**src/rtl/score_ctrl.sv**
```systemverilog
// score_ctrl: two-team BCD scoreboard controller.
//   Four debounced buttons (A+1, A-1, B+1, B-1) queue actions as pending
//   flags. A fixed-priority arbiter applies one action per cycle to the
//   packed BCD score. The first team to reach WIN_SCORE ends the game. The
//   winner's digits then blink until clr starts a new game.
// Ports:
//   clk     system clock, all state on rising edge
//   rst     synchronous active-high reset, overrides everything
//   btn     raw buttons [0] A+1, [1] A-1, [2] B+1, [3] B-1
//   clr     synchronous level clear / new game (debouncers untouched)
//   num     BCD digits, [15:8] team A, [7:0] team B
//   blank   per-digit blank (1 = dark), [3:2] team A, [1:0] team B
//   point   per-digit decimal point (1 = lit)
//   over    game finished
//   winner  2'b01 team A, 2'b10 team B, 2'b00 none

// Per-button debouncer. The level follows raw only after raw has differed
// from it for DB_CYCLES consecutive samples. rise pulses for one cycle
// after each debounced 0->1 change.
module score_db #(
    parameter int DB_CYCLES = 500000
) (
    input  logic clk,
    input  logic rst,
    input  logic raw,
    output logic rise
);
    localparam logic [19:0] DB_MAX = 20'(DB_CYCLES - 1);

    logic [19:0] cnt;
    logic        lvl;
    logic        lvl_d;

    always_ff @(posedge clk) begin
        if (rst) begin
            cnt   <= '0;
            lvl   <= 1'b0;
            lvl_d <= 1'b0;
        end else begin
            lvl_d <= lvl;
            if (raw == lvl) begin
                cnt <= '0;
            end else if (cnt == DB_MAX) begin
                lvl <= raw;
                cnt <= '0;
            end else begin
                cnt <= cnt + 20'd1;
            end
        end
    end

    assign rise = lvl & ~lvl_d;
endmodule

module score_ctrl #(
    parameter int         DB_CYCLES    = 500000,
    parameter int         BLINK_CYCLES = 25000000,
    parameter logic [7:0] WIN_SCORE    = 8'h21
) (
    input  logic        clk,
    input  logic        rst,
    input  logic [3:0]  btn,
    input  logic        clr,
    output logic [15:0] num,
    output logic [3:0]  blank,
    output logic [3:0]  point,
    output logic        over,
    output logic [1:0]  winner
);
    localparam int          NUM_BTN = 4;
    localparam logic [0:0]  S_PLAY  = 1'b0;
    localparam logic [0:0]  S_OVER  = 1'b1;
    localparam logic [24:0] BL_MAX  = 25'(BLINK_CYCLES - 1);

    logic [0:0]         state;
    logic [NUM_BTN-1:0] rise;
    logic [NUM_BTN-1:0] pending;
    logic [NUM_BTN-1:0] grant;
    logic [15:0]        num_nxt;
    logic               win_a;
    logic               win_b;
    logic [24:0]        blink_cnt;
    logic               blink;

    score_db #(.DB_CYCLES(DB_CYCLES)) u_db [NUM_BTN-1:0] (
        .clk  (clk),
        .rst  (rst),
        .raw  (btn),
        .rise (rise)
    );

    function automatic logic [7:0] bcd_inc(input logic [7:0] v);
        if (v == 8'h99)       return v;
        if (v[3:0] == 4'd9)   return {v[7:4] + 4'd1, 4'd0};
        return {v[7:4], v[3:0] + 4'd1};
    endfunction

    function automatic logic [7:0] bcd_dec(input logic [7:0] v);
        if (v == 8'h00)       return v;
        if (v[3:0] == 4'd0)   return {v[7:4] - 4'd1, 4'd9};
        return {v[7:4], v[3:0] - 4'd1};
    endfunction

    // Lowest set pending bit wins; two's-complement isolates it.
    assign grant = (state == S_PLAY) ? (pending & (~pending + 4'd1)) : '0;

    always_comb begin
        num_nxt = num;
        case (grant)
            4'b0001: num_nxt[15:8] = bcd_inc(num[15:8]);
            4'b0010: num_nxt[15:8] = bcd_dec(num[15:8]);
            4'b0100: num_nxt[7:0]  = bcd_inc(num[7:0]);
            4'b1000: num_nxt[7:0]  = bcd_dec(num[7:0]);
            default: num_nxt = num;
        endcase
    end

    // Only the team that just acted can newly hit the winning score.
    assign win_a = (grant[0] | grant[1]) && (num_nxt[15:8] == WIN_SCORE);
    assign win_b = (grant[2] | grant[3]) && (num_nxt[7:0]  == WIN_SCORE);

    always_ff @(posedge clk) begin
        if (rst || clr) begin
            state     <= S_PLAY;
            num       <= '0;
            pending   <= '0;
            winner    <= 2'b00;
            blink_cnt <= '0;
            blink     <= 1'b0;
        end else if (state == S_PLAY) begin
            // New rises merge into flags still waiting for the arbiter.
            pending   <= (pending & ~grant) | rise;
            num       <= num_nxt;
            blink_cnt <= '0;
            blink     <= 1'b0;
            if (win_a) begin
                state  <= S_OVER;
                winner <= 2'b01;
            end else if (win_b) begin
                state  <= S_OVER;
                winner <= 2'b10;
            end
        end else begin
            pending <= '0;
            if (blink_cnt == BL_MAX) begin
                blink_cnt <= '0;
                blink     <= ~blink;
            end else begin
                blink_cnt <= blink_cnt + 25'd1;
            end
        end
    end

    assign over  = (state == S_OVER);
    assign point = over ? 4'b0000 : 4'b0100;
    assign blank = !over     ? 4'b0000 :
                   winner[0] ? {blink, blink, 2'b00} :
                               {2'b00, blink, blink};
endmodule

```
**config.mk**
```make
export PLATFORM = sky130hd
export DESIGN_NAME = score_ctrl
export DESIGN_NICKNAME = d
export VERILOG_FILES = /design/src/rtl/score_ctrl.sv
export SDC_FILE = /design/constraint.sdc
export NUM_CORES = 1
export LEC_CHECK = 0
export ABC_AREA = 1
export BUFFER_PORTS_ARGS = -buffer_cell sky130_fd_sc_hd__buf_2
export CAP_MARGIN = 0
export CORE_AREA = 8 8 162 164
export CTS_BUF_LIST = sky130_fd_sc_hd__clkbuf_4 sky130_fd_sc_hd__clkbuf_8 sky130_fd_sc_hd__clkbuf_16
export DETAILED_ROUTE_END_ITERATION = 7
export DIE_AREA = 0 0 170 172
export PLACE_DENSITY = 0.53
export SETUP_SLACK_MARGIN = 0.2
export SYNTH_ARGS = -nofsm -noshare
export SYNTH_HDL_FRONTEND = slang
export SYNTH_HIERARCHICAL = 1
export SYNTH_SLANG_ARGS = --single-unit
export TNS_END_PERCENT = 100
```
**constraint.sdc**
```tcl
create_clock -name clk -period 3.2 [get_ports clk]
set_input_delay 0.16 -clock clk [delete_from_list [all_inputs] [get_ports clk]]
set_output_delay 0.16 -clock clk [all_outputs]
set_load 0.02 [all_outputs]
```
[After elaboration in Yosys (flattened, before gate mapping)]
Index checks and enable logic that the tools add are counted.
Storage, ports and cells
  output and inout port bits: 27
  bits in registers: 137
  word-level logic and storage cells: 139
  input bits: 7
Cells by class
  bitwise gates (word level): 21
  muxes and demuxes: 47
  equality and inequality tests: 19
  reduce and logical (&&, ||, !) cells: 20
  add/subtract/negate cells: 14
Operators by type and width (count)
  $mux 8: 16
  $add 20x1->20 const B: 4
  $eq 20x19->1 const B: 4
  $pmux 8 s2: 2
  $add 25x1->25 const B: 1
  $eq 25x25->1 const B: 1
  $mux 1: 23
  $add 4x1->4 const B: 5
  $eq 8x6->1 const B: 2
  $eq 8x8->1 const B: 2
  $logic_not 8->1: 2
  $sub 4x1->4 const B: 4
  $reduce_or 3->1: 5
  $eq 4x4->1 const B: 3
  $mux 4: 3
  $not 1->1: 10
  $reduce_and 2->1: 5
  $and 4x4->4: 2
  $logic_not 4->1: 2
  $not 4->4: 2
  $and 1x1->1: 4
  $eq 1x1->1: 4
  $eq 4x1->1 const B: 1
  $eq 4x2->1 const B: 1
  9 further kinds: 13

[Depth between registers and ports, before layout]
Gate-level depths: netlist (run 1).
  depth after elaboration: 16
  gate-level depth with buffers: 15
  gate-level depth less buffers: 15

[Hierarchy]
Netlist (run 1), hierarchy kept.
By module, submodules not included
  score_db at u_db[0] ...: cells an instance 167, area each 1258.7 um^2, times used 3, sequential area each 440.4 um^2
  score_ctrl: cells an instance 477, area each 3225.6 um^2, times used 1, sequential area each 980.9 um^2
  score_db at u_db[3]: cells an instance 170, area each 1137.3 um^2, times used 1, sequential area each 440.4 um^2

[Least setup slack after synthesis (run 1)]
No wires, ideal clock.
  path type: register to register
  from: reg num[8]
  to: reg winner[1]
  required time: 3071 ps
  stages on the path, launching flop included: 15
  buffers on the path: 0
  arrival: 1803 ps
  setup time: 129 ps
  clock period less this slack: 1932 ps
  slack: 1268 ps
  cells stage by stage: dfxtp_1 > inv_1 > ha_1 > nand3_2 > inv_2 > nand2_1 > nand2_1 > nand2_1 > nand2_1 > nand3_1 > nand2_1 > nor2_1 > nand3_1 > a21oi_1 > nor2_1
On the way
  cells in the longest elaborated chain, start to end: 11
  elaborated cells on any way between the ends: 30
  classes of those cells: 2 x add/sub; 3 x eq/ne; 20 x mux; 5 x reduce/logical
RTL lines
  start, declared: RTL line 64  | output logic [15:0] num,
  start signal, assigned: RTL line 133  | num <= num_nxt;
  $eq 4x4->1 / $logic_not 4->1 (equally long branches): RTL line 94, 100
  $mux 1, on equally long branches (2 in series): RTL line 94, 100
  $mux 1: RTL line 109  | case (grant)
  $mux 8, on equally long branches: RTL line 95, 101
  $mux 8, on equally long branches: RTL line 94, 100
  $pmux 8 s2 (*): RTL line 109
  $eq 8x6->1 (*): RTL line 119  | assign win_a = (grant[0] | grant[1]) && (num_nxt[15:8] == WIN_SCORE);
  $logic_and 1x1->1 (*): RTL line 119
  $reduce_bool 2->1 (no line)
  $reduce_and 2->1 (no line)
  end signal, assigned: RTL line 127  | winner <= 2'b00;
  end signal, assigned: RTL line 138  | winner <= 2'b01;
  end signal, assigned: RTL line 141  | winner <= 2'b10;
  end, declared: RTL line 68  | output logic [1:0] winner
Mark *: on every way between the ends. The rest lies on a longest branch, timed or not. The select of a mux whose other input is x is not followed.
A chain may end at the register's enable or synchronous reset.

[Worst setup path in the final report (run 1)]
Same ends and word-level chain as after synthesis.

==> results of run 1 <==
==> synth_stat cells, drive strengths merged <==
master	number
inv	134
nand4	35
clkbuf	1
a31oi	2
nand2	275
nand3	113
o21a	3
xnor2	15
nor2	245
nor3	17
and2	1
or2	7
nor4	2
dfxtp	137
nand3b	4
buf	12
xor2	32
a21boi	1
a211oi	1
o21bai	2
conb	1
o21ai	27
a21oi	58
clkinv	3
nor3b	1
ha	19
==> power by group <==
group          total, mW  leakage (nW)  internal [mW]  switching, mW
clock               1.91         0.289           1.18          0.726
sequential          1.72          1.10           1.71        0.00459
combinational     0.0609          1.88         0.0152         0.0457
==> worst max-delay path by stage <==
| stage | startpoint | endpoint | slack, ns | cells after the start |
|---|---|---|---|---|
| floorplan | num[8]$_SDFFE_PP0N_ | winner[1]$_SDFFE_PP0P_ | 1.27 | 14 |
| global placement | num[8]$_SDFFE_PP0N_ | winner[1]$_SDFFE_PP0P_ | 1.19 | 14 |
| detailed placement | num[8]$_SDFFE_PP0N_ | winner[1]$_SDFFE_PP0P_ | 1.14 | 13 |
| CTS | num[8]$_SDFFE_PP0N_ | winner[1]$_SDFFE_PP0P_ | 1.12 | 13 |
| global route | num[1]$_SDFFE_PP0N_ | winner[0]$_SDFFE_PP0P_ | 0.84 | 14 |
| finish | num[8]$_SDFFE_PP0N_ | winner[1]$_SDFFE_PP0P_ | 1.12 | 13 |
==> worst max-delay path, cell delays in order (launching register included) <==
cell	delay, ns
sky130_fd_sc_hd__dfxtp_1	0.38
sky130_fd_sc_hd__inv_1	0.18
sky130_fd_sc_hd__ha_1	0.27
sky130_fd_sc_hd__nand3_2	0.16
sky130_fd_sc_hd__inv_2	0.11
sky130_fd_sc_hd__nand2_1	0.10
sky130_fd_sc_hd__nand3_1	0.09
sky130_fd_sc_hd__nand2_1	0.05
sky130_fd_sc_hd__nor2_1	0.13
sky130_fd_sc_hd__nand3_1	0.09
sky130_fd_sc_hd__nor2_1	0.09
sky130_fd_sc_hd__nand3_1	0.13
sky130_fd_sc_hd__a21oi_1	0.15
sky130_fd_sc_hd__nor2_1	0.05
==> sequential cells by signal, indices dropped and copies added (netlist names) <==
| name | flops |
|---|---|
| blink_cnt | 25 |
| winner | 2 |
| pending | 4 |
| over | 1 |
| blink | 1 |
| u_db/cnt | 80 |
| num | 16 |
| u_db/lvl | 4 |
| u_db/lvl_d | 4 |
==> kinds of logic (layout without fill, tap and decap cells) <==
family	after synthesis	in the layout	synth area share [%]
AO/OA/AOI/OAI	94	94	6.30
adder cells (fa/ha/maj)	19	19	2.92
flip-flops	137	137	33.7
AND/OR/NAND/NOR	700	700	44.1
other	1	3	0.0461
buffers and inverters	150	201	7.90
XOR/XNOR	47	47	5.06
==> per-stage QoR <==
stage | hold slack, ns | util (%) | total power, mW
global placement | 0.445 | 36.1 | 1.81
CTS | 0.0505 | 38.5 | 3.75
floorplan | 0.232 | - | 1.81
finish | 0.0686 | 38.5 | 3.69
global route | 0.0574 | 38.5 | 3.83
detailed placement | 0.447 | 36.1 | 1.81
==> metal layers <==
layer	vias to the layer above	share of wire (%)	global-route usage (%)
met5	-	0.057	0
met4	2	0.94	3.47
met3	16	4.1	3.17
met2	98	44	20.4
met1	3137	51	16.8
li1	3736	-	-
==> layout make-up <==
class                   instances  area, µm²
clock inverters                 6       65.1
multi-input cells             863       4760
repair buffers                 32        165
fillers                      2530      14700
well taps                     324        405
flip-flops and latches        137       2740
clock buffers                  26        512
inverters                     137        514
==> impl_summary.md, run 1 <==
Floorplan
Measured along the x axis, the die boundary spans 170 µm. The floorplan die area is 0.0292 mm². The number of placement rows is 57. The area inside the core boundary is 0.0238 mm².

For this configuration, the core starts out at a cell density of 34.2%. The height of the die is 172 µm. In this run the count of I/O pins placed on the die edge is 34.

Detailed routing
The detailed router finished its first iteration with 502 violations. The via count normalized by instance count is 4.58. After detailed routing, the average wire length per cell comes to 11.6 µm. The total vias in the final route is 6989. The number of DRC violations after detailed routing is 0. The final layout contains routed wiring with a total length of 17.6 mm. The number of antenna-violating nets in the routed design is 0. Before antenna repair, the detailed router went through 7 iterations.

Worst setup path
The worst register-to-register path ends at winner[1]$_SDFFE_PP0P_. The depth of the most critical reg-to-reg path is 13. For the worst setup path, the data arrival time is 2.37 ns. The startpoint type of the worst setup path is a flip-flop. In this run the register-to-register setup slack is 1.12 ns. Data on the critical path is required at its endpoint by 3.49 ns.

The setup path with the least slack is of type reg2reg. The worst setup path is captured at a flip-flop. The worst register-to-register path begins at num[8]$_SDFFE_PP0N_. In this run the worst path has a maximum fanout of 7.

Yosys
Summed over its instances, the top area cell type makes up 33.7% of the synthesized netlist area. Sorting the synthesized cells by area gives the leading types as sky130_fd_sc_hd__dfxtp_1, sky130_fd_sc_hd__nand2_1, sky130_fd_sc_hd__nor2_1. The post-synthesis cell area is 0.00814 mm².

Synthesis inferred 137 register bits. The biggest area contributor in the post-synthesis netlist is sky130_fd_sc_hd__dfxtp_1. For this run, the number of Yosys warnings is 6. Synthesis produced a netlist whose cell count is 1148.

The number of library cell types mapped by synthesis is 45. Sequential elements use 33.7% of the synthesized area. The synthesized area per cell is 7.09 µm².

Place
Once detailed placement completed, the half-perimeter wirelength came to 13.3 mm. The placed cell count is 1493. The standard cell area after detailed placement is 0.00859 mm². The congestion estimate from routability-driven global placement came to 0.887. Timing analysis after detailed placement gives a worst setup slack of 1.14 ns.

During placement, the flow inserted port buffers numbering 30.

Clock tree
Clock-pin slew was measured on the worst setup and hold paths at 0.06 ns. The number of setup buffers added after CTS is 0. The longest clock path from root to sink contains 2 buffers. For this design, the sink count on the clock tree is 137. Clock tree synthesis selected as its root buffer the cell sky130_fd_sc_hd__clkbuf_16. After clock tree synthesis, the flow added hold-fix buffers numbering 0.

The TritonCTS clock tree is yes. At the later pin of the worst-skew pair, clock insertion delay measures 0.41 ns. The total number of H-tree levels is 4. The count of cells resized by post-cts repair is 0. TritonCTS created 17 clock buffers.

Timing
The worst path meets setup with 1.12 ns of slack. Static timing analysis puts the maximum clock frequency at 481 MHz. Setup violations remaining at the end of the flow were counted as 0. The clock arrives with 0.0116 ns of skew. The clock period minus final worst setup slack is 2.08 ns. The count of endpoints failing hold in the final timing report is 0. Setup repair after global routing left no endpoint under its margin. Headroom to the max-slew limit came out at 50.9%. The number of pins exceeding their max-slew limit in the final report is 0. Dividing the final minimum period by the clock period gives 65.0%.

The slew at the pin with the worst max-slew slack is 0.735 ns. The final-layout setup total negative slack is 0 ns.

Final layout
The number of antenna repair diodes is 0. The post-route non-filler standard cell count is 1525. The library cells used most frequently in the layout, excluding fill and tap cells, are sky130_fd_sc_hd__nand2_1, sky130_fd_sc_hd__nor2_1, sky130_fd_sc_hd__dfxtp_1, sky130_fd_sc_hd__inv_1, sky130_fd_sc_hd__nand3_1.

The final net count is 1214. The area added between synthesis and finish is 12.6%. The finished layout cell area is 0.00917 mm².

In the final layout, the share of cells above drive strength 1 is 20.0%. Leaving out fill and tap cells, the most frequent cell in the layout is sky130_fd_sc_hd__nand2_1.

Global routing
The global-route wire length before repair is 31.1 mm. Global routing consumed, over all layers together, 12.7% of the routing resources. Entering global routing, the biggest net connects 21 pins. The number of antenna violations at the first check in global routing is 1. The total grt overflow is 0.

The number of global-route vias before repair is 6645.

Pwr
Summed over all cells, the static leakage comes to 3.27 nW. IR analysis of the VDD net gives a maximum drop of 0.000228 V. The areal power density over the cells is 402 mW/mm².

Hold path
The startpoint of the worst hold path is rst. The hold path endpoint is u_db[0]/lvl_d$_SDFF_PP0_. Along the worst hold path, the cell count comes to 2.

The worst hold path class is in2reg.

Job
The max-capacitance violation count is 0.

Run status
The flow ran to the end, and the final reports show no timing, DRC or antenna violations.
No activity file was read; power rests on OpenSTA's default activity.
==> run 2: changes to the inputs <==
--- a/config.mk
+++ b/config.mk
@@ -5,13 +5,13 @@
 export SDC_FILE = /design/constraint.sdc
 export NUM_CORES = 1
 export LEC_CHECK = 0
-export ABC_AREA = 1
+export ABC_AREA = 0
 export BUFFER_PORTS_ARGS = -buffer_cell sky130_fd_sc_hd__buf_2
 export CAP_MARGIN = 0
-export CORE_AREA = 8 8 162 164
+export CORE_AREA = 8 8 149 151
 export CTS_BUF_LIST = sky130_fd_sc_hd__clkbuf_4 sky130_fd_sc_hd__clkbuf_8 sky130_fd_sc_hd__clkbuf_16
 export DETAILED_ROUTE_END_ITERATION = 7
-export DIE_AREA = 0 0 170 172
+export DIE_AREA = 0 0 157 159
 export PLACE_DENSITY = 0.53
 export SETUP_SLACK_MARGIN = 0.2
 export SYNTH_ARGS = -nofsm -noshare
==> constraint.sdc (replaced) <==
create_clock -name clk -period 2.2 [get_ports clk]
set_input_delay 0.11 -clock clk [delete_from_list [all_inputs] [get_ports clk]]
set_output_delay 0.11 -clock clk [all_outputs]
set_load 0.02 [all_outputs]
==> run 2 against run 1 <==
  * The run now ends with negative setup slack left
  * Non-clock buffer count grew 95
  * Clock skew shrank 0.0037 ns
  * Power grew 47%
  * Core utilization grew 5.3 points
  * Count of clock-buffer cells in the layout shrank 2
==> impl_summary.md, run 2 <==
Pwr
The clock network burns 52.2% of the power. For this design the ratio of total power to cell area is 622 mW/mm². Combinational cells account for 1.6% of the total power.

The switching power summed over all nets is 1.13 mW. The cell leakage power is 3.12 nW. The total internal power is 4.27 mW.

IR analysis of the VDD net gives a maximum drop of 0.000479 V. The sequential power share is 46.1%. The switching share of power is 20.9%.

Detailed routing
The total vias in the final route is 5898. After detailed routing, the average wire length per cell comes to 12.9 µm. Before antenna repair, the detailed router went through 4 iterations. The via count normalized by instance count is 4.94.

The number of antenna-violating nets in the routed design is 0. For this block, the routed nets add up to 15.4 mm of wire. The number of violations reported at the end of detailed-routing iteration 0 is 225.

The number of DRC violations after detailed routing is 0.

Floorplan
The height of the die is 159 µm. The area inside the core boundary is 0.0198 mm². The effective utilization at floorplan is 34.4%.

In this run the horizontal extent of the chip is 157 µm. The total I/O pin count is 34. The number of placement rows is 52. The die covers 0.0250 mm².

Clock tree
The number of hold-repair buffers added at the cts stage is 0. The tree is rooted in a sky130_fd_sc_hd__clkbuf_16. The insertion delay of the later-clocked pin in the worst-skew pair is 0.41 ns. The CTS clock-pin slew for the worst setup and hold paths is 0.06 ns.

Clock tree synthesis inserted a total of 17 buffers. The maximum clock path buffer count is 2. The TritonCTS clock tree is yes.

CTS built an H-tree with a depth of 4. Counting every sink on the clock net gives 137.

Timing
The fmax is 366 MHz. The final worst clock skew is 0.00787 ns. The count of endpoints failing hold in the final timing report was 0.

The number of pins exceeding their max-slew limit in the final report is 0. The final period utilization is 124%. The clock period minus final worst setup slack is 2.73 ns. After layout, the worst setup slack is -0.530 ns.

At the pin with the least slew margin, the transition time is 0.625 ns. Setup repair after global routing could not meet its margin everywhere. The worst pin sits at a relative slew slack of 57.9%. The final count of negative-setup-slack endpoints is 3.

Hold path
The number of stages on the worst hold path is 3. The hold path endpoint is u_db[2]/cnt[4]$_SDFF_PP0_. The worst hold path class is in2reg.

The startpoint of the worst hold path is btn[2].

Worst setup path
STA classifies the critical path endpoint as a flip-flop. The data arrival time at the worst-slack endpoint is 3.04 ns. The endpoint of the worst-slack reg-to-reg timing path is winner[1]$_SDFFE_PP0P_. The reg-to-reg setup timing slack is -0.53 ns. The critical path is of the reg2reg type. The depth of the most critical reg-to-reg path is 9. The startpoint type of the worst setup path is a flip-flop.

Along the worst path, the maximum fanout reaches 3. At the worst endpoint, the required time is 2.51 ns. The worst register-to-register path begins at num[9]$_SDFFE_PP0N_.

Global routing
The overall fraction of global-route tracks in use is 12.6%. The maximum number of pins on one net before global-route repair is 26. The total overflow left after global routing is 0. The first global-routing pass estimated 26.2 mm of wire. The number of antenna violations at the first check in global routing is 0. The number of global-route vias before repair is 5602.

Final layout
The top cell types in the final layout, fill and taps aside, are sky130_fd_sc_hd__dfxtp_1, sky130_fd_sc_hd__nor2_1, sky130_fd_sc_hd__buf_4, sky130_fd_sc_hd__xor2_1, sky130_fd_sc_hd__nand3_1. The finished cells cover 0.00868 mm². Leaving out filler cells and counting taps, the final layout contains 1195. In the final layout, the registers with the most flip-flops are u_db/cnt x80, blink_cnt x25, num x16. The number of antenna diodes in the final layout is 0. The register with the most flip-flops in the layout has 80 of them. The final net count is 938. The area added between synthesis and finish is 27.0%. The fill cell total of the finished layout is 1976. u_db/cnt holds more flip-flops than any other register. The commonest non-fill, non-tap cell in the layout is sky130_fd_sc_hd__dfxtp_1. The proportion of layout cells with a drive suffix above 1 is 22.5%.

Place
Once detailed placement completed, the half-perimeter wirelength came to 11.2 mm. OpenSTA, run right after detailed placement, puts the worst setup slack at -0.549 ns. The placed instances occupy a cell area of 0.00794 mm². Routability-driven placement finished with a final weighted congestion of 0.876. The count of buffers inserted at the top-level ports is 30. The number of placed instances, taps included, is 1161.

Yosys
The post-synthesis async set-or-reset flop share is 0%. The Yosys step of the flow raised 6 warnings. Sorting the synthesized cells by how often they occur yields sky130_fd_sc_hd__dfxtp_1, sky130_fd_sc_hd__nor2_1, sky130_fd_sc_hd__xor2_1.

The count of flip-flops with a built-in enable after synthesis is 0. Summed over all instances, the cell type with the most area after synthesis is sky130_fd_sc_hd__dfxtp_1. Synthesis produced a netlist whose cell count is 786. Among all flip-flop cells after synthesis, the most frequent one is sky130_fd_sc_hd__dfxtp_1.

The synthesized netlist contains 70 unique library cells. The average instance in the mapped netlist occupies 8.69 µm². By instance count, the leading cell after synthesis is sky130_fd_sc_hd__dfxtp_1.

The share of the synthesized area in the top cell type is 40.1%. By area the synthesized netlist is led by sky130_fd_sc_hd__dfxtp_1, sky130_fd_sc_hd__nor2_1, sky130_fd_sc_hd__xor2_1. The synthesized netlist occupies a cell area of 0.00683 mm².

The sequential element share of the synthesized area is 40.1%. The synthesized design contains 137 register bits.

Run status
The flow ran to the end, but the final reports show violations. The final reports fail on negative setup slack.

Job
Across the run, the number of max-cap violations was 0.
## run 2: cell types whose count changed after synthesis, moves of 26 or more
cell,change
sky130_fd_sc_hd__nand3_1,-45
sky130_fd_sc_hd__inv_2,-26
sky130_fd_sc_hd__nor2_1,-52
sky130_fd_sc_hd__inv_1,-81
sky130_fd_sc_hd__nor2_2,-50
sky130_fd_sc_hd__nand2_2,-31
sky130_fd_sc_hd__nand2_1,-198
## run 2: per-layer routing
layer | share of wire (%) | vias to the layer above | global-route usage, % | wire length (µm)
met5 | 0 | - | 0 | 0
met1 | 48 | 2748 | 15.6 | 7410
met3 | 3.7 | 16 | 3.28 | 574
met4 | 1.6 | 0 | 4.90 | 248
li1 | - | 3064 | - | -
met2 | 47 | 70 | 20.5 | 7200
## run 2: layout make-up
class                   instances  area [µm²]  area share, %
clock inverters                 8        85.1          0.980
flip-flops and latches        137        2760           31.7
clock buffers                  24         514           5.92
repair buffers                127         891           10.3
multi-input cells             602        3990           46.0
well taps                     270         338           3.89
inverters                      27         106           1.23
## run 2: cells by family after synthesis
group | Yosys count | share of synthesized area, %
and+or+nand+nor | 381 | 30.5
DFF | 137 | 40.1
AOI/OAI and AO/OA | 110 | 10.9
xor gates and xnor gates | 82 | 10.5
buffers and inverters | 49 | 3.37
adders and majority gates | 19 | 3.48
muxes | 7 | 1.10
other | 1 | 0.0549
## run 2: worst max-delay path, cell delays in order (launching register included)
cell	delay [ns]
sky130_fd_sc_hd__dfxtp_4	0.35
sky130_fd_sc_hd__inv_4	0.06
sky130_fd_sc_hd__ha_4	0.12
sky130_fd_sc_hd__or3b_4	0.38
sky130_fd_sc_hd__or3_4	0.39
sky130_fd_sc_hd__a21oi_4	0.13
sky130_fd_sc_hd__a221oi_2	0.06
sky130_fd_sc_hd__or4b_1	0.49
sky130_fd_sc_hd__or4_4	0.44
sky130_fd_sc_hd__a31o_1	0.23
## run 2: how the worst max path moves through the flow
stage | startpoint | endpoint | slack, ns | cells after the start
floorplan | num[9]$_SDFFE_PP0N_ | winner[1]$_SDFFE_PP0P_ | -0.52 | 9
global placement | num[9]$_SDFFE_PP0N_ | winner[1]$_SDFFE_PP0P_ | -0.53 | 9
detailed placement | num[9]$_SDFFE_PP0N_ | winner[1]$_SDFFE_PP0P_ | -0.55 | 9
CTS | num[9]$_SDFFE_PP0N_ | winner[1]$_SDFFE_PP0P_ | -0.56 | 9
global route | num[9]$_SDFFE_PP0N_ | winner[1]$_SDFFE_PP0P_ | -0.60 | 9
finish | num[9]$_SDFFE_PP0N_ | winner[1]$_SDFFE_PP0P_ | -0.53 | 9
## run 2: metrics by stage
stage / power (mW) / utilization, % / TNS (ns) / hold slack, ns
after floorplan: 2.60 / - / -1.32 / 0.189
after global placement: 2.63 / 40.0 / -1.36 / 0.431
after detailed placement: 2.63 / 40.0 / -1.42 / 0.441
after CTS: 5.49 / 43.3 / -1.55 / 0.0292
after global routing: 5.61 / 43.7 / -1.71 / 0.0509
final: 5.40 / 43.7 / -1.47 / 0.0465
## run 2: repair_timing
item / in CTS / in global routing
resized for setup: 8 / 24
setup endpoints to repair: 8 / 39
pin swaps: 2 / 5
setup buffers: 2 / 0
cloned: 0 / 0
## run 2: power groups by stage
stage	Clock, mW	Sequential [mW]	Combinational [mW]
finish	2.82	2.49	0.0875
global route	3.02	2.49	0.0976
CTS	2.91	2.49	0.0894
detailed placement	0	2.55	0.0885
global placement	0	2.55	0.0882
floorplan	0	2.55	0.0587
